--- src/rtl/scan_host_if.sv ---
// Bus between the test/debug controller, scan_host and the datapath scan chain.
//   master : controller side; drives Start/Abort/Length/WrData and the chain's SDO.
//   slave  : scan_host side; drives SDI/Test to the chain and Busy/Done/RdData back.
interface scan_host_if #(
  parameter int unsigned WIDTH = 16,
  parameter int unsigned CNT_W = 5
);
  logic             Start;
  logic             Abort;
  logic [CNT_W-1:0] Length;
  logic [WIDTH-1:0] WrData;
  logic             SDO;
  logic             SDI;
  logic             Test;
  logic             Busy;
  logic             Done;
  logic [WIDTH-1:0] RdData;

  modport master (
    output Start, Abort, Length, WrData, SDO,
    input  SDI, Test, Busy, Done, RdData
  );

  modport slave (
    input  Start, Abort, Length, WrData, SDO,
    output SDI, Test, Busy, Done, RdData
  );
endinterface

--- src/rtl/scan_host.sv ---
// Master end of the datapath scan chain: serialises WrData (LSB first) into the
// chain while capturing SDO, then presents the captured bits right-justified.
// Ports:
//   Clock  : system clock, rising edge.
//   nReset : synchronous active-low reset.
//   bus    : scan_host_if.slave -- Start/Abort/Length/WrData/SDO in,
//            SDI/Test/Busy/Done/RdData out.
module scan_host #(
  parameter int unsigned WIDTH = 16,
  parameter int unsigned CNT_W = 5
) (
  input  logic        Clock,
  input  logic        nReset,
  scan_host_if.slave  bus
);

  typedef enum logic [1:0] {
    IDLE  = 2'd0,
    SHIFT = 2'd1,
    DONE  = 2'd2
  } state_e;

  localparam logic [CNT_W-1:0] WIDTH_C = CNT_W'(WIDTH);

  state_e           state_q, state_d;
  logic [CNT_W-1:0] cnt_q, cnt_d;
  logic [CNT_W-1:0] len_q, len_d;
  logic [WIDTH-1:0] shift_q, shift_d;
  logic [WIDTH-1:0] cap_q, cap_d;
  logic [WIDTH-1:0] rd_q, rd_d;
  logic             test_q, test_d;
  logic             busy_q, busy_d;
  logic             done_q, done_d;

  logic [CNT_W-1:0] len_clamp;
  logic [CNT_W-1:0] cnt_inc;
  logic [WIDTH-1:0] cap_next;

  // Next-state and output decode.
  always_comb begin
    state_d  = state_q;
    cnt_d    = cnt_q;
    len_d    = len_q;
    shift_d  = shift_q;
    cap_d    = cap_q;
    rd_d     = rd_q;
    test_d   = 1'b0;
    busy_d   = 1'b0;
    done_d   = 1'b0;

    len_clamp = (bus.Length > WIDTH_C) ? WIDTH_C : bus.Length;
    cnt_inc   = cnt_q + CNT_W'(1);
    // SDO enters at the MSB; earlier bits drift toward bit 0.
    cap_next  = WIDTH'({bus.SDO, cap_q} >> 1);

    unique case (state_q)
      IDLE: begin
        if (bus.Start) begin
          len_d   = len_clamp;
          shift_d = bus.WrData;
          cap_d   = '0;
          cnt_d   = '0;
          if (len_clamp == '0) begin
            state_d = DONE;
            rd_d    = '0;
          end else begin
            state_d = SHIFT;
          end
        end
      end
      SHIFT: begin
        shift_d = shift_q >> 1;
        cap_d   = cap_next;
        cnt_d   = cnt_inc;
        if (bus.Abort) begin
          state_d = IDLE;
        end else if (cnt_inc == len_q) begin
          state_d = DONE;
          // First captured bit sits at WIDTH-len; move it down to bit 0.
          rd_d    = cap_next >> (WIDTH_C - len_q);
        end
      end
      DONE: begin
        state_d = IDLE;
      end
      default: begin
        state_d = IDLE;
      end
    endcase

    test_d = (state_d == SHIFT);
    busy_d = (state_d != IDLE);
    done_d = (state_d == DONE);
  end

  // State and output registers.
  always_ff @(posedge Clock) begin
    if (!nReset) begin
      state_q <= IDLE;
      cnt_q   <= '0;
      len_q   <= '0;
      shift_q <= '0;
      cap_q   <= '0;
      rd_q    <= '0;
      test_q  <= 1'b0;
      busy_q  <= 1'b0;
      done_q  <= 1'b0;
    end else begin
      state_q <= state_d;
      cnt_q   <= cnt_d;
      len_q   <= len_d;
      shift_q <= shift_d;
      cap_q   <= cap_d;
      rd_q    <= rd_d;
      test_q  <= test_d;
      busy_q  <= busy_d;
      done_q  <= done_d;
    end
  end

  assign bus.SDI    = shift_q[0];
  assign bus.Test   = test_q;
  assign bus.Busy   = busy_q;
  assign bus.Done   = done_q;
  assign bus.RdData = rd_q;

endmodule

--- src/flat_wrapper.sv ---
// flat-port wrapper written by rule: the top's interface ports become plain ports
module scan_host_flat 
#(
  parameter int unsigned WIDTH = 16,
  parameter int unsigned CNT_W = 5
)
  (Clock, nReset, bus_Start, bus_Abort, bus_Length, bus_WrData, bus_SDO, bus_SDI, bus_Test, bus_Busy, bus_Done, bus_RdData);
  scan_host_if #(.WIDTH(WIDTH), .CNT_W(CNT_W)) bus_i ();
  input  logic Clock;
  input  logic nReset;
  input wire logic [$bits(bus_i.Start)-1:0] bus_Start;
  input wire logic [$bits(bus_i.Abort)-1:0] bus_Abort;
  input wire logic [$bits(bus_i.Length)-1:0] bus_Length;
  input wire logic [$bits(bus_i.WrData)-1:0] bus_WrData;
  input wire logic [$bits(bus_i.SDO)-1:0] bus_SDO;
  output wire logic [$bits(bus_i.SDI)-1:0] bus_SDI;
  output wire logic [$bits(bus_i.Test)-1:0] bus_Test;
  output wire logic [$bits(bus_i.Busy)-1:0] bus_Busy;
  output wire logic [$bits(bus_i.Done)-1:0] bus_Done;
  output wire logic [$bits(bus_i.RdData)-1:0] bus_RdData;
  assign bus_i.Start = bus_Start;
  assign bus_i.Abort = bus_Abort;
  assign bus_i.Length = bus_Length;
  assign bus_i.WrData = bus_WrData;
  assign bus_i.SDO = bus_SDO;
  assign bus_SDI = bus_i.SDI;
  assign bus_Test = bus_i.Test;
  assign bus_Busy = bus_i.Busy;
  assign bus_Done = bus_i.Done;
  assign bus_RdData = bus_i.RdData;
  scan_host #(.WIDTH(WIDTH), .CNT_W(CNT_W)) u_core (.Clock(Clock), .nReset(nReset), .bus(bus_i));
endmodule
--- config.mk ---
export PLATFORM = sky130hd
export DESIGN_NAME = scan_host_flat
export DESIGN_NICKNAME = d
export VERILOG_FILES = /design/src/rtl/scan_host_if.sv /design/src/rtl/scan_host.sv /design/src/flat_wrapper.sv
export SDC_FILE = /design/constraint.sdc
export NUM_CORES = 1
export LEC_CHECK = 0
export CORE_UTILIZATION = 35
export CTS_BUF_LIST = sky130_fd_sc_hd__clkbuf_4 sky130_fd_sc_hd__clkbuf_8
export DETAILED_ROUTE_END_ITERATION = 10
export HOLD_SLACK_MARGIN = 0.03
export PLACE_DENSITY = 0.53
export SLEW_MARGIN = 40
export SYNTH_ARGS = -nofsm -noshare
export SYNTH_HDL_FRONTEND = slang
export SYNTH_SLANG_ARGS = --single-unit
--- constraint.sdc ---
create_clock -name Clock -period 5.95 [get_ports Clock]
set_input_delay 1.19 -clock Clock [delete_from_list [all_inputs] [get_ports Clock]]
set_output_delay 1.19 -clock Clock [all_outputs]
set_load 0.02 [all_outputs]
==> results.toml <==
[run_status]
status = "finished, final reports clean"

[final_layout]
diodes = 0
fillers = 963
final_nets = 455
area_growth_pct = 20.34
layout-drive-gt1-share_pct = 12.30

[synth]
synth-simple-area-share_pct = 24.13
ys_types = 54
synth_edf_count = 0
syn_inst = 400
ys_warn_count = 0
synth_seq_cells = 62
ys_seq_area_share_pct = 35.77
synth_top_family_by_area = "simple AND/OR/NAND/NOR gates"
syn_area_per_cell_sq_um = 8.674
synthMuxAreaShare_pct = 11.14
synth-adder-area-share_pct = 0.7212
synth-compound-area-share_pct = 19.55
ys.flop_type = "dfxtp_1"
synth_xor_area_share_pct = 2.921
async_flop_share_pct = 0
syn-num-nets = 428
syn-cell-area_sq_mm = 0.003470

[sta]
maxSlewViolCount = 0
fin_crit_sh_pct = 51.25
setup_viol = 0
hold_slack_ns = 0.4576
worst_slew_pin_slew_ns = 0.7930
setup_ws_ns = 2.901
finClkSkew_ns = 0.008626
setup-tns-final_ns = 0
hold_violations = 0
rsz0062_at_grt = "no"
fmax_mhz = 327.9
min_period_ns = 3.049
slew_headroom_pct = 47.13

[global_routing]
grt_pass1_vias = 2822
grt_max_degree = 61
overflow = 0
grt_util_met1_pct = 25.01
grt_pass1_wl_um = 14310
antenna_found_initial = 0
grt_busiest_layer = "met2"
grtUsageMet2_pct = 27.44
grtUsageTotal_pct = 17.86
use_met3_pct = 2.830

[clock_network]
cts_buffers = 9
cts_hold_buffers = 0
cts_sinks = 62
post_cts_resized = 0
post_cts_buffers = 0
clockBufferDepth = 2
cts_root_buffer = "clkbuf_8"
clk_latency_ns = 0.34
cts_tree = "done"
clk_pin_slew_ns = 0.08
htree_levels = 3

[power]
ir_worst_vdd_mv = 0.1030
power.density_mw_per_mm2 = 242.0
power_mw = 1.010
p_leak_nw = 1.362

[critical_path]
crit_type = "input pin to flop"
critPathCaptureType = "flop"
critPathMaxStageDelay_ns = 0.56
cp_max_fo = 18
worstPathCellList = "clkdlybuf4s50_1 > nor3b_1 > buf_4 > nand3_1 > a222oi_1 > nor3_1"
cp_slowest_cell = "nand3_1"
arrival_ns = 3.25
cp_top_family = "simple AND/OR/NAND/NOR gates"
crit_buf_inv = 2
cp.required_ns = 6.15
worst_setup_path_start_kind = "input pin"

[floorplan]
core-area_sq_mm = 0.009415
die_x_um = 101.6
ios = 46
row_count = 35
start_util_pct = 36.85
die-height_um = 101.6
dieArea_sq_mm = 0.01032

[worst_hold_path]
hold_path_class = "flop to flop"

[place]
numPortBuffers = 45
routabilityCongestion = 0.8509
pre_cts_slack_ns = 2.564
dp_hpwl_um = 5582

[detailed_routing]
via_count = 3059
viasPerCell = 5.463
drc_errors = 0
firstDrtPassIters = 4
wl_um = 8591
wl_per_cell_um = 15.34
drt-initial-drc-count = 136
ant_nets = 0

[job]
maxCapViolCount = 0
worst min-delay path: stages, from the launching register on:
cell and delay (ns):
dfxtp_1 0.32, nand2_1 0.05, a21oi_1 0.05
cell type report:
class / instances / area, sq um / share of cell area (%)
multi-input combinational: 299 / 2041 / 48.88
sequential: 62 / 1241 / 29.73
timing repair buffer: 51 / 495.5 / 11.87
tap: 129 / 161.4 / 3.866
clock buffer: 10 / 137.6 / 3.296
clock inverter: 5 / 83.83 / 2.008
inverter: 4 / 15.01 / 0.3596
flip-flops by register name, indices dropped and copies added (netlist names):
register	flops
u_core.bus.Busy	1
u_core.bus.Done	1
u_core.bus.RdData	16
u_core.bus.Test	1
u_core.cap_q	15
u_core.cnt_q	5
u_core.len_q	5
u_core.shift_q	16
u_core.state_q	2
cell families after synthesis:
logic type / after synthesis
simple gates: 169
compound gates: 98
flops: 62
buf+inv: 39
mux: 21
xor+xnor: 9
fa+ha+maj: 2
worst paths after layout:
check                                       start                   end  slack (ns)  depth (start not counted)
worst min-delay path            u_core.shift_q[0]     u_core.shift_q[0]        0.46                          2
worst max-delay path                    bus_Start  u_core.bus.RdData[2]        2.90                          6
worst min register to register  u_core.shift_q[0]     u_core.shift_q[0]        0.46                          2
worst max register to register    u_core.len_q[1]  u_core.bus.RdData[9]        3.22                          7
metal layers:
layer	routed length, um	vias to the layer above
met5	0	-
met4	114	0
met1	4351	1470
met3	255	11
li1	-	1524
met2	3869	54
metrics by stage:
| stage | cell area, sq um | util (%) | std cells |
|---|---|---|---|
| after floorplan | 3470 | - | 400 |
| after global routing | 4175 | 44.35 | 560 |
| after CTS | 4175 | 44.35 | 560 |
| after global placement | 3944 | 41.89 | 545 |
| final | 4175 | 44.35 | 560 |
| after detailed placement | 3954 | 41.99 | 545 |
cell usage in the layout (no fill, tap or decap), drive strengths merged, types with 2 or more instances in the layout:
cell type	synthesis	layout
clkinv	1	2
a311oi	12	12
nor4	8	8
mux4	14	14
nor2	27	27
buf	20	6
dfxtp	62	62
o2111ai	3	3
a22oi	4	4
nand4	2	2
o211ai	13	13
nor3	13	13
o211a	2	2
nand2b	2	2
bufinv	0	2
inv	3	3
a21oi	45	45
nor2b	2	2
xnor2	5	5
nor3b	4	4
xor2	4	4
clkdlybuf4s50	0	45
a221oi	3	3
clkinvlp	0	2
ha	2	2
nand3	35	35
o21ai	8	8
nand3b	4	4
nand2	67	67
clkbuf	15	10
mux2i	6	6
Yosys cell counts (all sizes together), types with 2 or more instances:
master / n / area, sq um
nand2: 67 / 251.5
dfxtp: 62 / 1241
a21oi: 45 / 225.2
nand3: 35 / 175.2
nor2: 27 / 108.9
buf: 20 / 128.9
clkbuf: 15 / 56.30
mux4: 14 / 315.3
nor3: 13 / 70.07
o211ai: 13 / 97.59
a311oi: 12 / 105.1
nor4: 8 / 80.08
o21ai: 8 / 40.04
mux2i: 6 / 60.06
xnor2: 5 / 58.81
a22oi: 4 / 30.03
nand3b: 4 / 30.03
nor3b: 4 / 41.29
xor2: 4 / 42.55
a221oi: 3 / 32.53
inv: 3 / 11.26
o2111ai: 3 / 32.53
ha: 2 / 25.02
nand2b: 2 / 12.51
nand4: 2 / 12.51
nor2b: 2 / 12.51
o211a: 2 / 20.02
where the power goes:
group	switching, mW	total (mW)	internal, mW
logic	0.0892	0.148	0.0588
registers	0.0120	0.442	0.430
clock network	0.175	0.420	0.246
total	0.276	1.01	0.734
(Power assumes the default switching activity.)
